## src/rtl/fifo_write_arbiter_if.sv

```systemverilog
// Write-port bundle between NumReq producers, the round-robin arbiter and one FIFO.
// master = arbiter side, slave = producers plus FIFO.
interface fifo_write_arbiter_if #(
  parameter int NumReq    = 4,
  parameter int DataWidth = 32
) ();
  logic [NumReq-1:0]           i_req_valid;
  logic [NumReq*DataWidth-1:0] i_req_data;
  logic [NumReq-1:0]           o_req_ready;
  logic                        o_fifo_write;
  logic [DataWidth-1:0]        o_fifo_write_data;
  logic                        i_fifo_full;
  logic [NumReq-1:0]           o_grant;
  logic                        o_busy;

  modport master (
    input  i_req_valid, i_req_data, i_fifo_full,
    output o_req_ready, o_fifo_write, o_fifo_write_data, o_grant, o_busy
  );

  modport slave (
    output i_req_valid, i_req_data, i_fifo_full,
    input  o_req_ready, o_fifo_write, o_fifo_write_data, o_grant, o_busy
  );
endinterface

```

## src/rtl/fifo_write_arbiter.sv

```systemverilog
// Round-robin burst arbiter sharing one FIFO write port between NumReq producers.
// Beats pass straight through on the accepting edge; nothing is stored here.
module fifo_write_arbiter #(
  parameter int NumReq    = 4,
  parameter int DataWidth = 32,
  parameter int MaxBurst  = 4
) (
  input  logic                 clk,
  input  logic                 i_rst_n,
  fifo_write_arbiter_if.master bus
);
  localparam int IdxW = (NumReq > 1) ? $clog2(NumReq) : 1;
  localparam int CntW = (MaxBurst > 1) ? $clog2(MaxBurst) : 1;

  localparam logic [0:0] ST_IDLE  = 1'b0;
  localparam logic [0:0] ST_GRANT = 1'b1;

  localparam logic [IdxW-1:0] LAST_IDX = IdxW'(NumReq - 1);
  localparam logic [CntW-1:0] CNT_LAST = CntW'(MaxBurst - 1);

  logic [0:0]      state_r;
  logic [IdxW-1:0] owner_r;
  logic [IdxW-1:0] rr_r;
  logic [CntW-1:0] cnt_r;

  logic [IdxW-1:0] sel_idx_s;
  logic            sel_found_s;
  logic [IdxW-1:0] rr_next_s;
  logic            in_grant_s;
  logic            owner_valid_s;
  logic            accept_s;
  logic            release_s;

  // First valid requester at or above the rr pointer, wrapping modulo NumReq
  always_comb begin
    sel_found_s = 1'b0;
    sel_idx_s   = '0;
    for (int k = 0; k < NumReq; k++) begin
      if (!sel_found_s && bus.i_req_valid[(int'(rr_r) + k) % NumReq]) begin
        sel_found_s = 1'b1;
        sel_idx_s   = IdxW'((int'(rr_r) + k) % NumReq);
      end else begin
        sel_found_s = sel_found_s;
      end
    end
  end

  // Handshake qualification; full stalls the owner but never releases it
  always_comb begin
    in_grant_s    = (state_r == ST_GRANT);
    owner_valid_s = bus.i_req_valid[owner_r];
    accept_s      = in_grant_s && owner_valid_s && !bus.i_fifo_full;
    release_s     = in_grant_s && (!owner_valid_s || (accept_s && (cnt_r == CNT_LAST)));
    rr_next_s     = (owner_r == LAST_IDX) ? '0 : (owner_r + IdxW'(1));
  end

  // Output decode straight from state so async reset clears every output at once
  always_comb begin
    bus.o_req_ready       = '0;
    bus.o_grant           = '0;
    bus.o_fifo_write      = accept_s;
    bus.o_fifo_write_data = '0;
    bus.o_busy            = in_grant_s;
    if (in_grant_s) begin
      bus.o_grant[owner_r] = 1'b1;
    end else begin
      bus.o_grant = '0;
    end
    if (accept_s) begin
      bus.o_req_ready[owner_r] = 1'b1;
      bus.o_fifo_write_data    = bus.i_req_data[int'(owner_r) * DataWidth +: DataWidth];
    end else begin
      bus.o_fifo_write_data = '0;
    end
  end

  // Arbitration state: owner, rr pointer, burst count
  always_ff @(posedge clk or negedge i_rst_n) begin
    if (!i_rst_n) begin
      state_r <= ST_IDLE;
      owner_r <= '0;
      rr_r    <= '0;
      cnt_r   <= '0;
    end else begin
      case (state_r)
        ST_IDLE: begin
          if (sel_found_s) begin
            owner_r <= sel_idx_s;
            cnt_r   <= '0;
            state_r <= ST_GRANT;
          end else begin
            state_r <= ST_IDLE;
          end
        end
        ST_GRANT: begin
          if (release_s) begin
            rr_r    <= rr_next_s;
            cnt_r   <= '0;
            state_r <= ST_IDLE;
          end else if (accept_s) begin
            cnt_r <= cnt_r + CntW'(1);
          end else begin
            cnt_r <= cnt_r;
          end
        end
        default: begin
          state_r <= ST_IDLE;
          cnt_r   <= '0;
        end
      endcase
    end
  end
endmodule
```

## src/flat_wrapper.sv

```systemverilog
// flat-port wrapper written by rule: the top's interface ports become plain ports
module fifo_write_arbiter_flat 
#(
  parameter int NumReq    = 4,
  parameter int DataWidth = 32,
  parameter int MaxBurst  = 4
)
  (clk, i_rst_n, bus_i_req_valid, bus_i_req_data, bus_i_fifo_full, bus_o_req_ready, bus_o_fifo_write, bus_o_fifo_write_data, bus_o_grant, bus_o_busy);
  fifo_write_arbiter_if #(.NumReq(NumReq), .DataWidth(DataWidth)) bus_i ();
  input  logic clk;
  input  logic i_rst_n;
  input wire logic [$bits(bus_i.i_req_valid)-1:0] bus_i_req_valid;
  input wire logic [$bits(bus_i.i_req_data)-1:0] bus_i_req_data;
  input wire logic [$bits(bus_i.i_fifo_full)-1:0] bus_i_fifo_full;
  output wire logic [$bits(bus_i.o_req_ready)-1:0] bus_o_req_ready;
  output wire logic [$bits(bus_i.o_fifo_write)-1:0] bus_o_fifo_write;
  output wire logic [$bits(bus_i.o_fifo_write_data)-1:0] bus_o_fifo_write_data;
  output wire logic [$bits(bus_i.o_grant)-1:0] bus_o_grant;
  output wire logic [$bits(bus_i.o_busy)-1:0] bus_o_busy;
  assign bus_i.i_req_valid = bus_i_req_valid;
  assign bus_i.i_req_data = bus_i_req_data;
  assign bus_i.i_fifo_full = bus_i_fifo_full;
  assign bus_o_req_ready = bus_i.o_req_ready;
  assign bus_o_fifo_write = bus_i.o_fifo_write;
  assign bus_o_fifo_write_data = bus_i.o_fifo_write_data;
  assign bus_o_grant = bus_i.o_grant;
  assign bus_o_busy = bus_i.o_busy;
  fifo_write_arbiter #(.NumReq(NumReq), .DataWidth(DataWidth), .MaxBurst(MaxBurst)) u_core (.clk(clk), .i_rst_n(i_rst_n), .bus(bus_i));
endmodule
```

## config.mk

```make
export PLATFORM = sky130hd
export DESIGN_NAME = fifo_write_arbiter_flat
export DESIGN_NICKNAME = d
export VERILOG_FILES = /design/src/rtl/fifo_write_arbiter_if.sv /design/src/rtl/fifo_write_arbiter.sv /design/src/flat_wrapper.sv
export SDC_FILE = /design/constraint.sdc
export NUM_CORES = 1
export LEC_CHECK = 0
export BUFFER_PORTS_ARGS = -buffer_cell sky130_fd_sc_hd__clkbuf_2
export CAP_MARGIN = 20
export CORE_AREA = 2 2 68 70
export CTS_BUF_LIST = sky130_fd_sc_hd__clkbuf_4
export DETAILED_ROUTE_END_ITERATION = 8
export DIE_AREA = 0 0 70 72
export PLACE_DENSITY = 0.88
export SLEW_MARGIN = 40
export SYNTH_ARGS = -nofsm -noshare
export SYNTH_HDL_FRONTEND = slang
export SYNTH_SLANG_ARGS = --single-unit
```

## constraint.sdc

```tcl
create_clock -name clk -period 5.65 [get_ports clk]
set_input_delay 0.8475 -clock clk [delete_from_list [all_inputs] [get_ports clk]]
set_output_delay 0.8475 -clock clk [all_outputs]
set_load 0.1 [all_outputs]
```

Word level (Yosys, flattened, before mapping)
Index checks and enable logic that the tools add are counted.
W data, S select, Z words.
Cells by class
  bitwise logic cells: 4
  magnitude comparators: 6
  equal/unequal tests: 4
  reductions and logical operators: 20
  $add $sub $neg: 5
  shifts and indexed selects: 1
  mux-type cells: 34
Operators with widths (number)
  $shiftx A128 B8 Y32: 1
  $mux W32: 1
  $mux W2: 8
  $mux W1: 15
  $lt A3 B4 Y1 const B: 3
  $bmux W1 S2: 5
  $logic_and A1 B1 Y1: 8
  $mux W4: 2
  $add A2 B1 Y2 const B: 3
  $lt A2 B3 Y1 const B: 2
  $reduce_and A2 Y1: 3
  $reduce_or A2 Y1: 3
  $logic_not A1 Y1: 5
  $add A2 B2 Y2 const B: 2
  $eq A2 B2 Y1 const B: 2
  $pmux W2 S2: 1
  $and A1 B1 Y1 const A: 3
  $ne A3 B3 Y1 const B: 1
  $demux W1 S2: 1
  $ge A2 B1 Y1 const B: 1
  $ne A2 B1 Y1 const B: 1
  $pmux W1 S2: 1
  $logic_or A1 B1 Y1: 1
  $not A1 Y1: 1
Storage, ports and cells
  flip-flop bits (word level): 7
  input bits: 135

Depth between registers and ports, before layout
  word-level depth: 16
  depth in mapped cells: 6
  depth with buffers taken out: 5

Least setup slack after synthesis
OpenSTA, ideal clock, no wires.
  path kind: input-to-output
  start: in bus_i_req_valid[0]
  end: out bus_o_fifo_write_data[17]
  cell stages on the path: 6
  arrival: 2.414 ns
  setup slack: 2.389 ns
  cell sequence: clkbuf_2 -> mux4_2 -> and3b_1 -> buf_6 -> buf_6 -> and2_1
Between the ends
  word-level cells in the longest chain between the ends: 5
Ends and longest elaborated chain
  start, declared: RTL line flat_wrapper.sv:12  | input wire logic [$bits(bus_i.i_req_valid)-1:0] bus_i_req_valid;
  $bmux W1 S2: RTL line fifo_write_arbiter.sv:51  | owner_valid_s = bus.i_req_valid[owner_r];
  $mux W1 (implied by the code): RTL line fifo_write_arbiter.sv:51
  $logic_and A1 B1 Y1 (2 in a row): RTL line fifo_write_arbiter.sv:52  | accept_s = in_grant_s && owner_valid_s && !bus.i_fifo_full;
  $mux W32: RTL line fifo_write_arbiter.sv:69  | if (accept_s) begin
  end, declared: RTL line flat_wrapper.sv:17  | output wire logic [$bits(bus_i.o_fifo_write_data)-1:0] bus_o_fifo_write_data;
Every way passes these cells. The select of a mux whose other input is x is not followed.

Worst setup path after layout
  start: in bus_i_req_valid[0]
  end: out bus_o_fifo_write_data[28]
Same word-level chain as after synthesis.

==> flow_summary.ini <==
[global_route]
grt_pass1_vias = 1903
grt_pass1_wl_um = 9073
grt_max_degree = 38
antenna_found_initial = 0
grt_overflow = 0
track_usage_pct = 22.53

[synth]
synth.distinct_cells = 29
ys_seq_area_share_pct = 10.79
synth_cells = 142
synthFlopType = dfrtp_1
synthArstFlopShare_pct = 100.0
synth_edf_count = 0
syn-cell-area_um2 = 1624
syn_avg_cell_area_um2 = 11.44
synth_nets = 282
ys_ff_latch = 7
ys_warn_count = 0

[clock_tree]
clock_path_buffers = 2
numCtsBuffers = 3
cts_tree = yes
post_cts_resize_count = 0
cts_hold_buf = 0
post_cts_buffers = 0
clock_sinks = 7
root_buffer = clkbuf_4
cts_max_level = 1
worstSkewPairLatency_ns = 0.24
clkTransAtPathRegs_ns = 0.05

[layout]
nFillCells = 391
syn_to_final_growth_pct = 55.32
final_area_um2 = 2522
multi_input_area_um2 = 1336
layout_common_cells = clkbuf_2 (176), mux4_2 (33), and2_1 (25)
final_common_cell = clkbuf_2
diodes = 0
regArea_um2 = 176.4
fin_nets = 451
drive_above_1_share_pct = 76.13

[pwr]
pwr-share-clk_pct = 3.5
p_int_uw = 495.8
ir_worst_vdd_uv = 417.2
switching_share_pct = 63.97
finalPower_mw = 1.376
p_leak_nw = 1.352
powerDensity_nw_per_um2 = 545.6
p_switching_uw = 880.4
combPwrFrac_pct = 88.6
p_seq_share_pct = 7.9

[outcome]
status = completed

[worst_setup_path]
reg2reg_slack_ns = 3.83
cpPeakStageDelay_ns = 0.56
cp_num_cells = 5
r2r-end = u_core.rr_r[1]$_DFFE_PN0P_
crit_top_cell = clkbuf_2
rr_worst_depth = 4
startpoint_type = input port
cp.arrival_ns = 2.59
path_class = in2out
cp-end-kind = output port
cp-startpoint = bus_i_req_valid[0]
path_max_fanout = 37
endpoint = bus_o_fifo_write_data[28]
r2r_start = u_core.owner_r[0]$_DFFE_PN0P_
crit_slowest_cell = and3b_2
cp_top_family = simple AND/OR/NAND/NOR gates
path_cells = clkbuf_2 > mux4_2 > and3b_2 > and2_4 > clkbuf_2
worst-path-buf-inv = 2
crit_required_ns = 4.80

[job]
max-cap-violations = 0

[hold_path]
hp-class = in2async

[sta]
hold_viol = 0
slew_headroom_pct = 58.84
fmax_mhz = 291.0
rsz0062_at_grt = no
finalCriticalPeriod_ns = 3.436
slew_violations = 0
setup_viol = 0
worst_pin_slew_ns = 0.6174
timing.setup.tns_ns = 0
post-route-period-util_pct = 60.82
fin_skew_ns = 0.005484

[die]
core_um2 = 4264
start_util_pct = 38.09
fp.dieH_um = 72
die-area_um2 = 5040
die_w_um = 70
pin_count = 177
row_count = 24

[routing]
wl_um = 6032
drt_iter0_markers = 72
vias_per_cell = 5.268
via_count = 1907
firstDrtPassIters = 4
post-route-drc-count = 0
postRouteAntennaNets = 0
wl_per_cell_um = 16.66

[placement]
dp_hpwl_um = 5194
portBuffers = 176
dpl-instance-area_um2 = 2492
gp_congestion = 0.8240
-- sequential cells by signal (all words and copies together) (netlist names) --
signal and flops:
u_core.rr_r 2, u_core.cnt_r 2, u_core.bus.o_busy 1, u_core.owner_r 2
-- worst reg2reg max path, delay by kind of cell (launching register included) --
kind,cells,cell delay [ns]
adder cells (fa/ha/maj),1,0.33
buffers and inverters,2,0.75
flip-flops,1,0.37
multiplexers,1,0.26
-- worst min-delay path by stage --
| stage | from | to | slack [ns] |
|---|---|---|---|
| floorplan | u_core.cnt_r[1]$_DFFE_PN0P_ | u_core.cnt_r[1]$_DFFE_PN0P_ | 0.48 |
| global placement | u_core.cnt_r[1]$_DFFE_PN0P_ | u_core.cnt_r[1]$_DFFE_PN0P_ | 0.50 |
| detailed placement | u_core.cnt_r[1]$_DFFE_PN0P_ | u_core.cnt_r[1]$_DFFE_PN0P_ | 0.51 |
| CTS | i_rst_n | u_core.owner_r[1]$_DFFE_PN0P_ | 0.43 |
| global route | i_rst_n | u_core.owner_r[1]$_DFFE_PN0P_ | 0.43 |
| finish | i_rst_n | u_core.owner_r[1]$_DFFE_PN0P_ | 0.43 |
-- per-layer routing --
metal / share of wire (%) / up-vias / global-route usage (%)
li1: - / 881 / -
met1: 35 / 906 / 27.26
met2: 55 / 110 / 42.86
met3: 8.5 / 10 / 3.611
met4: 1.2 / 0 / 4.060
met5: 0 / - / 0
-- cell usage after synthesis, drive strengths merged, types with 3 or more instances --
master	number	area, um^2
clkbuf	5	20.01
mux2	4	45.04
nor2	4	15.01
dfrtp	7	175.2
buf	9	75.06
mux4	33	743.2
nand3	3	15.01
and2	40	287.8
ha	5	62.56
nand2	4	15.01
nand2b	4	25.02
o21ai	4	20.02
inv	5	18.77
-- final cells by class --
type | instances | share of cell area [%]
Clock buffer | 4 | 1.190
Inverter | 5 | 0.7440
Multi-Input combinational cell | 116 | 52.98
Sequential cell | 7 | 6.994
Tap cell | 52 | 2.579
Timing Repair Buffer | 178 | 35.52
-- power groups by stage --
stage	registers, mW	logic, mW	clock network [mW]
floorplan	0.120	1.03	0
global placement	0.107	1.21	0
detailed placement	0.109	1.23	0
CTS	0.108	1.23	0.0498
global route	0.114	1.28	0.0516
finish	0.108	1.22	0.0485
-- cell families after synthesis --
logic type	synth area share [%]
AND/OR/NAND/NOR	25.73
multiplexers	48.54
buffers and inverters	7.010
AO/OA/AOI/OAI	4.084
flip-flops	10.79
adder cells (fa/ha/maj)	3.852
-- through the flow --
stage | cells | hold slack (ns) | util, % | setup slack [ns]
after detailed placement | 358 | 0.5097 | 58.45 | 2.187
after global placement | 358 | 0.4960 | 58.42 | 1.866
after floorplan | 142 | 0.4849 | - | 2.389
final | 362 | 0.4281 | 59.15 | 2.214
after global routing | 362 | 0.4319 | 59.15 | 2.056
after CTS | 362 | 0.4306 | 59.15 | 2.194
Note: power is estimated with default switching activity, not from simulation.
